File: config.mk
export PLATFORM = sky130hd
export DESIGN_NAME = signed_accumulator
export DESIGN_NICKNAME = d
export VERILOG_FILES = /design/src/rtl/signed_accumulator_pkg.sv /design/src/rtl/signed_acc_lane.sv /design/src/rtl/signed_accumulator.sv
export SDC_FILE = /design/constraint.sdc
export NUM_CORES = 1
export LEC_CHECK = 0
export ABC_AREA = 1
export BUFFER_PORTS_ARGS = -buffer_cell sky130_fd_sc_hd__buf_2
export CAP_MARGIN = 40
export CORE_UTILIZATION = 62
export CTS_CLUSTER_SIZE = 24
export DETAILED_ROUTE_END_ITERATION = 16
export PLACE_DENSITY_LB_ADDON = 0.15
export SYNTH_ARGS = -nofsm -noshare
export SYNTH_HDL_FRONTEND = slang
export SYNTH_SLANG_ARGS = --single-unit
File: constraint.sdc
create_clock -name clk -period 5.3 [get_ports clk]
set_clock_uncertainty 0.05 [all_clocks]
set_input_delay 0.53 -clock clk [delete_from_list [all_inputs] [get_ports clk]]
set_output_delay 0.53 -clock clk [all_outputs]
set_load 0.01 [all_outputs]
File: src/rtl/signed_accumulator_pkg.sv
// Shared constants and the clamp/wrap helper used by the accumulate and narrowing stages.
package signed_accumulator_pkg;

  localparam string DTYPE_FXP = "FXP";
  localparam string OPT_TRUE  = "TRUE";
  localparam string OPT_FALSE = "FALSE";

  // Working width for intermediate sums: one bit above the widest supported accumulator.
  localparam int MAXW = 65;

  // Fit a sign-extended value into a signed field of the given width, clamping or
  // wrapping on overflow; the result comes back sign-extended to MAXW bits.
  function automatic logic signed [MAXW-1:0] sat_narrow(
    input  logic signed [MAXW-1:0] value,
    input  int                     width,
    input  logic                   sat,
    output logic                   ovf
  );
    logic signed [MAXW-1:0] hi;
    logic signed [MAXW-1:0] lo;
    logic signed [MAXW-1:0] wrapped;
    hi      = (MAXW'(1) <<< (width - 1)) - MAXW'(1);
    lo      = ~hi;
    wrapped = (value <<< (MAXW - width)) >>> (MAXW - width);
    ovf     = (value > hi) || (value < lo);
    if (!ovf) begin
      sat_narrow = value;
    end else if (sat) begin
      sat_narrow = (value > hi) ? hi : lo;
    end else begin
      sat_narrow = wrapped;
    end
  endfunction

endpackage

File: src/rtl/signed_acc_lane.sv
// One accumulator lane: accumulate/clear, sticky overflow, narrowing and optional output register.
module signed_acc_lane
  import signed_accumulator_pkg::*;
#(
  parameter string REG_OUTPUT = "TRUE",
  parameter string SATURATE   = "TRUE",
  parameter int    IN_WIDTH   = 20,
  parameter int    ACC_WIDTH  = 32,
  parameter int    OUT_WIDTH  = 32
) (
  input  logic                 clk,
  input  logic                 reset,
  input  logic                 enable,
  input  logic                 in_valid,
  input  logic                 clear,
  input  logic [IN_WIDTH-1:0]  data_in,
  output logic [OUT_WIDTH-1:0] acc_out,
  output logic                 overflow
);

  localparam logic SAT = (SATURATE == OPT_TRUE);

  logic signed [ACC_WIDTH-1:0] acc_q, acc_d;
  logic signed [OUT_WIDTH-1:0] nar_q, nar_d;
  logic signed [MAXW-1:0]      base;
  logic                        ovf_q, ovf_d, add_ovf, nar_ovf;

  // The narrowed value is computed from the next accumulator so its overflow can join
  // the sticky flag in the same cycle as the accumulator overflow.
  always_comb begin
    base    = clear ? '0 : MAXW'(acc_q);
    add_ovf = 1'b0;
    nar_ovf = 1'b0;
    acc_d   = ACC_WIDTH'(sat_narrow(base + MAXW'($signed(data_in)), ACC_WIDTH, SAT, add_ovf));
    nar_d   = OUT_WIDTH'(sat_narrow(MAXW'(acc_d), OUT_WIDTH, SAT, nar_ovf));
    ovf_d   = (ovf_q & ~clear) | add_ovf | nar_ovf;
  end

  always_ff @(posedge clk) begin
    if (reset) begin
      acc_q <= '0;
      nar_q <= '0;
      ovf_q <= 1'b0;
    end else if (enable && in_valid) begin
      acc_q <= acc_d;
      nar_q <= nar_d;
      ovf_q <= ovf_d;
    end else if (enable && clear) begin
      acc_q <= '0;
      nar_q <= '0;
      ovf_q <= 1'b0;
    end
  end

  if (REG_OUTPUT == OPT_TRUE) begin : g_reg_out
    logic [OUT_WIDTH-1:0] out_r;
    logic                 ovf_r;
    always_ff @(posedge clk) begin
      if (reset) begin
        out_r <= '0;
        ovf_r <= 1'b0;
      end else if (enable) begin
        out_r <= nar_q;
        ovf_r <= ovf_q;
      end
    end
    assign acc_out  = out_r;
    assign overflow = ovf_r;
  end else begin : g_direct_out
    assign acc_out  = nar_q;
    assign overflow = ovf_q;
  end

endmodule

File: src/rtl/signed_accumulator.sv
// Multi-lane signed accumulator: LANES independent lanes sharing one valid pipeline.
module signed_accumulator
  import signed_accumulator_pkg::*;
#(
  parameter string DTYPE      = "FXP",
  parameter string REG_OUTPUT = "TRUE",
  parameter string SATURATE   = "TRUE",
  parameter int    LANES      = 4,
  parameter int    IN_WIDTH   = 20,
  parameter int    ACC_WIDTH  = 32,
  parameter int    OUT_WIDTH  = 32
) (
  input  logic                       clk,
  input  logic                       reset,
  input  logic                       enable,
  input  logic                       in_valid,
  input  logic                       clear,
  input  logic [LANES*IN_WIDTH-1:0]  data_in,
  output logic [LANES*OUT_WIDTH-1:0] acc_out,
  output logic                       out_valid,
  output logic [LANES-1:0]           overflow
);

  if (DTYPE != DTYPE_FXP) begin : g_bad_dtype
    $error("signed_accumulator: DTYPE must be \"FXP\"");
  end
  if ((REG_OUTPUT != OPT_TRUE && REG_OUTPUT != OPT_FALSE) ||
      (SATURATE != OPT_TRUE && SATURATE != OPT_FALSE)) begin : g_bad_option
    $error("signed_accumulator: REG_OUTPUT and SATURATE must be \"TRUE\" or \"FALSE\"");
  end
  if (LANES < 1 || LANES > 16 || ACC_WIDTH < IN_WIDTH || OUT_WIDTH > ACC_WIDTH ||
      ACC_WIDTH > MAXW - 1 || OUT_WIDTH < 1) begin : g_bad_width
    $error("signed_accumulator: illegal LANES/width combination");
  end

  logic acc_valid;

  always_ff @(posedge clk) begin
    if (reset) begin
      acc_valid <= 1'b0;
    end else if (enable) begin
      acc_valid <= in_valid;
    end
  end

  if (REG_OUTPUT == OPT_TRUE) begin : g_reg_valid
    logic out_valid_r;
    always_ff @(posedge clk) begin
      if (reset) begin
        out_valid_r <= 1'b0;
      end else if (enable) begin
        out_valid_r <= acc_valid;
      end
    end
    assign out_valid = out_valid_r;
  end else begin : g_direct_valid
    assign out_valid = acc_valid;
  end

  for (genvar i = 0; i < LANES; i++) begin : g_lane
    signed_acc_lane #(
      .REG_OUTPUT (REG_OUTPUT),
      .SATURATE   (SATURATE),
      .IN_WIDTH   (IN_WIDTH),
      .ACC_WIDTH  (ACC_WIDTH),
      .OUT_WIDTH  (OUT_WIDTH)
    ) u_lane (
      .clk      (clk),
      .reset    (reset),
      .enable   (enable),
      .in_valid (in_valid),
      .clear    (clear),
      .data_in  (data_in[i*IN_WIDTH +: IN_WIDTH]),
      .acc_out  (acc_out[i*OUT_WIDTH +: OUT_WIDTH]),
      .overflow (overflow[i])
    );
  end

endmodule

# Yosys cells after proc, flatten, opt, wreduce, memory -nomap -nowiden
# Index checks and enable logic that the tools add are counted.
# word_totals
ff_bits	394
input_bits	85
output_inout_bits	133
wordCells	100
# classes
addsub	4
magnitude_cmp	16
mux	34
bitwise_logic	13
reduce_logical	11
# op_table
cell	count
32-bit two-way mux	25
65-bit by 20-bit adder with 65-bit output	4
65-bit by 32-bit greater-than comparator with 1-bit output, second input constant	4
65-bit by 32-bit less-than comparator with 1-bit output, second input constant	4
65-bit two-way mux	4
32-bit greater-than comparator, second input constant	4
32-bit less-than comparator, second input constant	4
1-bit logical OR	8
1-bit bitwise OR	8
1-bit two-way mux	5
1-bit bitwise AND	4
1-bit logical AND	2
2-bit nonzero test	1
1-bit inverter	1

# Depth between registers and ports, before layout
# Gate-level depths: netlist of run 1.
# depth
depth_word	9
ltp_mapped	30
mapped_depth_nobuf	28

# Hierarchy
# Synthesis of run 1 repeated with hierarchy kept, for this count alone.
# unflattened
hier_cells	3109
hier_area_um2	21071.5
# modules_own_cells
mod	n_inst	cells_each	area_each_um2	seq_area_each_um2
signed_acc_lane (g_lane[0].u_lane ...)	3	780	5322.6	1321.3
signed_acc_lane (g_lane[2].u_lane)	1	756	5019.8	1321.3
signed_accumulator	1	13	83.8	40.0

# Least setup slack after synthesis of run 1
# No wires, ideal clock.
# synth_path
path_type	input-to-reg
start	in clear
end	reg g_lane[0].u_lane.acc_q[11]
setup_ps	132
t_arrival_ps	4160
required_ps	5118
path_slack_ps	958
path_stages	28
n_path_buf	3
cell_sequence	clkbuf_1 > clkbuf_1 > nor2_1 > ha_1 > nand2_1 > inv_1 > a21oi_1 > nand2_2 > nand3_1 > nand3_1 > nand3_1 > o311ai_0 > fa_1 > nor2_1 > nand2_1 > nor2_1 > nand3_1 > nor2_1 > nand3_1 > nor2_1 > nand2_1 > nor2_1 > nand3_1 > nand3_4 > buf_6 > nand3_1 > nand2_1 > a21oi_1
# synth_via
elab_chain_len	6
word_cells_on_any_way	10
cone_classes	1 x add/sub; 2 x order compare; 4 x mux; 3 x reduce/logical
# synth_lines
element	line	source
from (decl)	signed_accumulator.sv:17	input logic clear,
65-bit two-way mux	signed_acc_lane.sv:31	base = clear ? '0 : MAXW'(acc_q);
65-bit by 20-bit adder with 65-bit output	signed_acc_lane.sv:34	acc_d = ACC_WIDTH'(sat_narrow(base + MAXW'($signed(data_in)), ACC_WIDTH, SAT, add_ovf));
65-bit by 32-bit greater-than comparator with 1-bit output or 65-bit by 32-bit less-than comparator with 1-bit output (tied branches)	signed_accumulator_pkg.sv:25, signed_accumulator_pkg.sv:29	
32-bit two-way mux or 1-bit logical OR (tied branches)	signed_accumulator_pkg.sv:29, signed_accumulator_pkg.sv:25	
32-bit two-way mux	signed_accumulator_pkg.sv:26	if (!ovf) begin
32-bit two-way mux	signed_acc_lane.sv:44	end else if (enable && in_valid) begin
to (signal assigned)	signed_acc_lane.sv:41	acc_q <= '0;
to (signal assigned)	signed_acc_lane.sv:45	acc_q <= acc_d;
to (signal assigned)	signed_acc_lane.sv:49	acc_q <= '0;
to (decl)	signed_acc_lane.sv:23	logic signed [ACC_WIDTH-1:0] acc_q, acc_d;
# Several ways; a longest one is shown, not always the timed one.
# A chain may end at the register's enable or synchronous reset.

# Final worst setup path of run 1
# layout_path
start	in clear
end	reg g_lane[2].u_lane.nar_q[16]
# layout_via
elab_chain_len	9
word_cells_on_any_way	15
cone_classes	1 x add/sub; 4 x order compare; 6 x mux; 4 x reduce/logical
# layout_lines
element	line	source
65-bit two-way mux	signed_acc_lane.sv:31	
65-bit by 20-bit adder with 65-bit output	signed_acc_lane.sv:34	
65-bit by 32-bit greater-than comparator with 1-bit output or 65-bit by 32-bit less-than comparator with 1-bit output (tied branches)	signed_accumulator_pkg.sv:25, signed_accumulator_pkg.sv:29	
32-bit two-way mux or 1-bit logical OR (tied branches)	signed_accumulator_pkg.sv:29, signed_accumulator_pkg.sv:25	
32-bit two-way mux	signed_accumulator_pkg.sv:26	
32-bit greater-than comparator or 32-bit less-than comparator (tied branches)	signed_accumulator_pkg.sv:25, signed_accumulator_pkg.sv:29	
32-bit two-way mux or 1-bit logical OR (tied branches)	signed_accumulator_pkg.sv:29, signed_accumulator_pkg.sv:25	
32-bit two-way mux	signed_accumulator_pkg.sv:26	
32-bit two-way mux	signed_acc_lane.sv:44	
to (signal assigned)	signed_acc_lane.sv:46	nar_q <= nar_d;
to (decl)	signed_acc_lane.sv:24	logic signed [OUT_WIDTH-1:0] nar_q, nar_d;
# Several ways; a longest one is shown, not always the timed one.

==> results of run 1 <==
[sequential cells by signal, indices dropped and copies added (netlist names)]
signal / count
g_lane.u_lane.acc_out: 128
g_lane.u_lane.nar_q: 128
g_lane.u_lane.acc_q: 125
g_lane.u_lane.overflow: 4
g_lane.u_lane.ovf_q: 4
acc_valid: 1
out_valid: 1
[critical path: cells and delay by family]
family | cells | cell delay [ns]
adders and majority gates | 2 | 0.87
and+or+nand+nor | 6 | 0.75
buffers and inverters | 3 | 0.82
AOI/OAI and AO/OA | 8 | 1.87
[per-layer routing]
layer	GRT usage [%]	up-vias	part of all wire [%]
met5	0	-	0
met4	14.20	0	3.5
met3	4.180	144	5.5
met2	57.46	725	46
met1	43.99	10758	45
li1	-	11617	-
[layout make-up]
class / count / share of cell area [%]
clock inverters: 13 / 0.7475
well taps: 468 / 2.272
repair buffers: 242 / 5.242
multi-input cells: 2573 / 50.65
inverters: 425 / 6.218
clock buffers: 58 / 4.500
diodes: 1 / 0.009708
flip-flops and latches: 391 / 30.37
[worst paths after layout]
path | cells past startpoint | slack, ns | end
hold / removal | 2 | 0.40 | g_lane[0].u_lane.acc_out[24]
setup reg to reg | 26 | 0.85 | g_lane[0].u_lane.acc_q[13]
hold reg to reg | 2 | 0.40 | g_lane[0].u_lane.acc_out[24]
setup / recovery | 19 | 0.80 | g_lane[2].u_lane.nar_q[16]
[cells in the final DEF, fill, tap and decap left out, types with 6 or more instances in the layout]
cell and instances:
nand2_1 1089, a21oi_1 515, inv_1 417, dfxtp_1 391, nor2_1 297, buf_2 214, nand3_1 161, ha_1 128
o21ai_0 68, xor2_1 58, clkbuf_16 41, xnor2_1 36, a31oi_1 34, o21ai_1 26, nand4_1 23, buf_4 22
a21o_1 18, nor3_1 17, fa_1 15, nand3b_1 14, o21bai_1 10, clkbuf_1 10, o21a_1 8, clkbuf_8 7
nand3_2 6
[power breakdown]
part	total [mW]	switching, mW	internal, mW	leakage, nW
Clock	2.90	1.22	1.68	0.653
Sequential	3.12	0.0647	3.06	3.18
Combinational	1.09	0.744	0.350	7.87
Total	7.12	2.03	5.09	11.7
[cells by family after synthesis]
family / Yosys count / synth area share, %
xor gates and xnor gates: 94 / 3.562
DFF: 391 / 33.86
adders and majority gates: 143 / 8.228
buffers and inverters: 577 / 9.689
AOI/OAI and AO/OA: 715 / 16.53
and+or+nand+nor: 1621 / 28.13
==> metrics.md, run 1 <==
| Metric | Value |
|---|---|
| Synth cell count leaders | 1,089 x nand2_1, 517 x a21oi_1, 418 x inv_1 |
| Die width | 195.1 um |
| Arrival @ worst endpoint | 4.87 ns |
| TritonCTS Buffers | 40 |
| Layout cells sized above 1 | 8.860% |
| Row cnt | 70 |
| Hold Crit Start | g_lane[0].u_lane.nar_q[24] |
| Fin cells | 4,171 |
| Hpwl dp | 47.95 mm |
| Drt drc | 0 |
| Drt wl/cell | 15.75 um |
| Fin worst setup slack | 0.7955 ns |
| Slew headroom | 36.98% |
| GPL Wtd Cong | 0.9467 |
| Max cap viols | 0 |
| Tcrit/Tclk final | 84.99% |
| Initial antenna violation count | 0 |
| Area contributors post-synth | dfxtp_1 34%, nand2_1 18%, a21oi_1 11%, ha_1 6.9%, inv_1 6.8% |
| Post-Syn Instances | 3,541 |
| Mapped Area | 23,110 um^2 |
| Num Clock Sinks | 391 |
| Final antenna-violating net count | 0 |
| Area growth syn-to-layout | 11.52% |
| FF-to-FF Start | g_lane[0].u_lane.acc_q[13] |
| First-pass GRT wire length | 107.4 mm |
| Syn_area_per_cell | 6.528 um^2 |
| Die ar. | 38,060 um^2 |
| Yosys top cell by area | dfxtp_1 |
| Pleak | 11.70 nW |
| CP Cell Sequence | buf_4 -> buf_4 -> nor2_1 -> ha_1 -> a21oi_1 -> o21ai_1 -> a21oi_1 -> o21ai_2 -> a21boi_0 -> o21bai_1 -> a311o_1 -> fa_1 -> nand4_1 -> nand3b_1 -> nand2_1 -> buf_12 -> nand3_1 -> nand2_1 -> a21oi_1 |
| Clock buffer depth | 3 |
| Filler instances | 3,130 |
| Final Instance Area | 25,780 um^2 |
| Ys Warns | 0 |
| Clock Pin Slew Worst Setup and Hold Paths | 0.06 ns |
| Worst Setup Start Kind | input port |
| Final Setup Violations | 0 |
| Grt ovf | 0 |
| Most used cell, CP | a21oi_1 |
| Status | complete, no violations |
| Critical Path End Type | register |
| Largest net degree at the start of global routing | 166 |
| RSZ-0062 raised after global routing | no |
| Endpoints failing hold | 0 |
| Worst-margin pin slew | 0.9452 ns |
| Post-synth top flop | dfxtp_1 |
| Placed inst area | 24,420 um^2 |
| Die Y | 195.1 um |
| Placeable Area | 36,610 um^2 |
| Worst ir drop on vdd | 0.3005 mV |
| Register area | 7828 um^2 |
| Root buf cell | clkbuf_16 |
| Register area share after synthesis | 33.86% |
| Final wirelength | 65.69 mm |
| Finished Core Util | 70.41% |
| DR vias/cell | 5.573 |
| Slew Viols, Final | 0 |
| Synth Register Bits | 391 |
| 1st-iter DRT viols | 1,535 |
| Total power draw | 7.118 mW |
| GRT Resource Usage Total | 34.06% |
| Most frequent cell after synthesis | nand2_1 |
| Nets@finish | 3,901 |
| Post-CTS Setup Bufs | 0 |
| Setup CP Type | input port to register |
| Pre-CTS setup slack | 0.3031 ns |
| Number of flops mapped to enable cells by yosys | 0 |
| Max frequency | 222.0 MHz |
| CP max stage delay | 0.52 ns |
| Yosys top cell area share | 33.86% |
| CP max stage cell | fa_1 |
| Number of I/O pins | 218 |
| CP required | 5.66 ns |
| H-Tree Depth | 2 |
| Cell Pwr Density | 276.1 nW/um^2 |
| Insertion delay to the later sink of the worst-skew pair | 0.58 ns |
| Quantity of I/O buffers inserted on ports | 217 |
| Crit path from | clear |
| Critical-path maximum fanout | 31 |
| Multi-input gate area | 13,060 um^2 |
| Async set-reset flop share out of synthesis | 0% |
| Initial core utilization | 63.14% |
| WHS | 0.3991 ns |
| Vias in the first global route | 22,561 |
| Via Count | 23,244 |
| Setup TNS | 0 ns |
| Placed Cells | 4,099 |
| Hold buffer count at CTS | 0 |
| Syn nets | 3,769 |
| Min-Delay Path Class | register to register |
| PostCTS Resize Cnt | 0 |
| Final min period | 4.505 ns |
| Synth cell types | 48 |
| CTS tree | done |
| First drt pass iteration count | 5 |
(Power assumes the default switching activity.)
==> run 2, diff against run 1 <==
--- a/config.mk
+++ b/config.mk
@@ -5,10 +5,10 @@
 export SDC_FILE = /design/constraint.sdc
 export NUM_CORES = 1
 export LEC_CHECK = 0
-export ABC_AREA = 1
+export ABC_AREA = 0
 export BUFFER_PORTS_ARGS = -buffer_cell sky130_fd_sc_hd__buf_2
 export CAP_MARGIN = 40
-export CORE_UTILIZATION = 62
+export CORE_UTILIZATION = 61
 export CTS_CLUSTER_SIZE = 24
 export DETAILED_ROUTE_END_ITERATION = 16
 export PLACE_DENSITY_LB_ADDON = 0.15
==> constraint.sdc (replaced) <==
create_clock -name clk -period 4.6 [get_ports clk]
set_clock_uncertainty 0.05 [all_clocks]
set_input_delay 0.46 -clock clk [delete_from_list [all_inputs] [get_ports clk]]
set_output_delay 0.46 -clock clk [all_outputs]
set_load 0.01 [all_outputs]
==> metrics.md, run 2 <==
| Metric | Value |
|---|---|
| Num Clock Sinks | 391 (unchanged) |
| Vias in the first global route | 19,479 (-14%) |
| Quantity of I/O buffers inserted on ports | 217 (unchanged) |
| Arrival @ worst endpoint | 5.29 ns (+0.42 ns) |
| Register area | 7830 um^2 (about the same) |
| Placeable Area | 33,620 um^2 (-8.2%) |
| CP required | 5.03 ns (-0.63 ns) |
| Number of flops mapped to enable cells by yosys | 0 (unchanged) |
| Final min period | 4.859 ns |
| GPL Wtd Cong | 0.9178 (-3.1%) |
| Root buf cell | clkbuf_16 |
| Ys Warns | 0 (unchanged) |
| Area growth syn-to-layout | 31.21% |
| Status | finished, violations left |
| Number of I/O pins | 218 (unchanged) |
| Grt ovf | 0 (unchanged) |
| Cell Pwr Density | 326.0 nW/um^2 (+18%) |
| Post-Syn Instances | 2,393 (-32%) |
| Worst-margin pin slew | 0.8485 ns (-0.09673 ns) |
| Nets@finish | 3,130 (-20%) |
| Register area share after synthesis | 37.43% (+3.6 points) |
| Hpwl dp | 40.09 mm (-16%) |
| Initial core utilization | 62.21% (-0.92 points) |
| Critical-path maximum fanout | 6 (-81%) |
| Mapped Area | 20,910 um^2 (-9.5%) |
| Slew headroom | 43.43% (+6.4 points) |
| Layout cells sized above 1 | 28.05% (+19 points) |
| CP max stage delay | 0.39 ns (-0.13 ns) |
| Async set-reset flop share out of synthesis | 0% (unchanged) |
| Die ar. | 35,030 um^2 (-8.0%) |
| TritonCTS Buffers | 40 (unchanged) |
| H-Tree Depth | 2 (unchanged) |
| Syn nets | 2,621 (-30%) |
| Hold buffer count at CTS | 0 (unchanged) |
| Die Y | 187.2 um (-4.1%) |
| R2R Setup Slk | -0.26 ns (-1.11 ns) |
| CP max stage cell | fa_2 |
| Row cnt | 67 (-4.3%) |
| Filler instances | 2,103 (-33%) |
| Final antenna-violating net count | 0 (unchanged) |
| Post-synth top flop | dfxtp_1 |
| Synth cell types | 82 (+71%) |
| Most frequent cells in the layout | 389 x dfxtp_1, 353 x buf_4, 272 x nand2_1 |
| Max cap viols | 0 (unchanged) |
| Synth Register Bits | 391 (unchanged) |
| RSZ-0062 raised after global routing | yes |
| Setup CP Type | register to register |
| Met3 Routed Length | 3.423 mm (-5.9%) |
| Tcrit/Tclk final | 105.6% |
| Finished Core Util | 81.63% (+11 points) |
| Metal2 WL | 28.66 mm (-6.0%) |
| Yosys top cell area share | 37.43% (+3.6 points) |
| Synth cell count leaders | 391 x dfxtp_1, 273 x nand2_1, 210 x a21oi_1 |
| Multi-input gate area | 13,310 um^2 (+2.0%) |
| Largest net degree at the start of global routing | 89 (-46%) |
| Most used cell, CP | buf_4 |
| Slew Viols, Final | 0 (unchanged) |
| N_diodes | 0 (-1) |
| GRT Resource Usage Total | 32.47% (-1.6 points) |
| Area contributors post-synth | dfxtp_1 37%, ha_1 7.7%, mux2i_1 6.5%, a21oi_1 5.0%, nand2_1 4.9% |
| Syn_area_per_cell | 8.740 um^2 (+34%) |
| Fin cells | 3,382 (-19%) |
| Pleak | 13.40 nW (+15%) |
| Max frequency | 205.8 MHz |
| DR top layer | met4 |
| Commonest non-fill, non-tap cell in the layout | dfxtp_1 |
| Clock buffer depth | 3 (unchanged) |
| Die width | 187.2 um (-4.1%) |
| Min-Delay Path Class | input port to register |
| DR vias/cell | 5.867 (+5.3%) |
| Placed Cells | 3,278 (-20%) |
| Via Count | 19,842 (-15%) |
| Initial antenna violation count | 0 (unchanged) |
| CTS tree | done |
| Fin worst setup slack | -0.2594 ns (-1.055 ns) |
| Endpoints failing hold | 0 (unchanged) |
| Total power draw | 8.945 mW (+26%) |
| Violated checks | negative setup slack |
| Insertion delay to the later sink of the worst-skew pair | 0.58 ns (about the same) |
| Drt wl/cell | 17.83 um (+13%) |
| Critical Path End Type | register |
| Worst ir drop on vdd | 0.3506 mV (+17%) |
| CP bufs+invs | 14 (+11) |
| First-pass GRT wire length | 94.76 mm (-12%) |
| 1st-iter DRT viols | 1,348 (-12%) |
| Clock Pin Slew Worst Setup and Hold Paths | 0.07 ns (about the same) |
| Worst Setup Start Kind | register |
| Yosys top cell by area | dfxtp_1 |
| First drt pass iteration count | 6 (+1) |
| Most frequent cell after synthesis | dfxtp_1 |
| Drt drc | 0 (unchanged) |
| Final wirelength | 60.29 mm (-8.2%) |
| Top delay family on crit path | compound AO/OA/AOI/OAI gates |
| Metal-1 WL | 26.29 mm (-10%) |
| Final Setup Violations | 76 (+76) |
run 2: changes by cell type after synthesis, moves of 30 or more:
cell / delta
a21o_1: +98
a21oi_1: -307
a221o_1: +54
inv_1: -380
mux2i_1: +136
nand2_1: -816
nand3_1: -143
nor2_1: -89
nor2b_1: +140
o21ai_0: +53
xnor2_1: +30
run 2: metrics by stage:
stage | hold slack [ns] | TNS [ns] | cell area, um^2 | setup WS (ns)
finish | 0.2548 | -12.91 | 27440 | -0.2594
global route | 0.2628 | -43.28 | 27440 | -0.4197
CTS | 0.2372 | -0.7580 | 26730 | -0.06497
detailed placement | 0.3788 | -140.02 | 24910 | -0.6943
global placement | 0.3734 | -115.12 | 24910 | -0.5806
floorplan | 0.3647 | -22.95 | 21140 | -0.2506
run 2: final cells by class:
class,instances,area share (%)
multi-input cells,1839,48.51
flip-flops and latches,391,28.53
repair buffers,592,15.12
clock buffers,55,4.186
well taps,448,2.043
clock inverters,19,1.085
inverters,38,0.5198
run 2: metal layers:
metal | global-route usage [%] | up-vias
met3 | 5.047 | 136
met2 | 55.65 | 663
met1 | 41.10 | 9476
met4 | 12.04 | 0
met5 | 0 | -
li1 | - | 9567
run 2: logic make-up (layout without fill, tap and decap cells):
| kind of cell | count (synthesis) | after routing | share of synthesized area [%] |
|---|---|---|---|
| multiplexers | 138 | 138 | 6.617 |
| adder cells (fa/ha/maj) | 143 | 143 | 9.094 |
| XOR/XNOR | 106 | 106 | 4.439 |
| flip-flops | 391 | 391 | 37.43 |
| AND/OR/NAND/NOR | 751 | 751 | 16.88 |
| buffers and inverters | 166 | 704 | 3.428 |
| AO/OA/AOI/OAI | 698 | 701 | 22.11 |
run 2: worst paths after layout:
check	end	depth (start not counted)	from
hold reg to reg	g_lane[2].u_lane.acc_q[14]	2	g_lane[2].u_lane.acc_q[14]
hold / removal	acc_valid	3	in_valid
setup / recovery	g_lane[3].u_lane.nar_q[30]	28	g_lane[3].u_lane.acc_q[0]
setup reg to reg	g_lane[3].u_lane.nar_q[30]	28	g_lane[3].u_lane.acc_q[0]
run 2: where the power goes:
part | internal, mW | leakage (nW) | switching, mW
clock network | 2.16 | 0.705 | 1.43
registers | 3.57 | 3.19 | 0.0983
logic | 0.769 | 9.51 | 0.920
run 2: worst register-to-register path, delay by kind of cell, from the launching register on:
family / cells / cell delay [ns]
adder cells (fa/ha/maj): 2 / 0.56
AND/OR/NAND/NOR: 1 / 0.12
AO/OA/AOI/OAI: 11 / 1.88
flip-flops: 1 / 0.32
buffers and inverters: 14 / 1.85
run 2: what timing repair did:
item | CTS | global route
gates resized for setup | 61 | 126
pin swaps | 12 | 106
cloned | 2 | 2
endpoints found under the setup margin | 179 | 251
setup buffers | 17 | 11
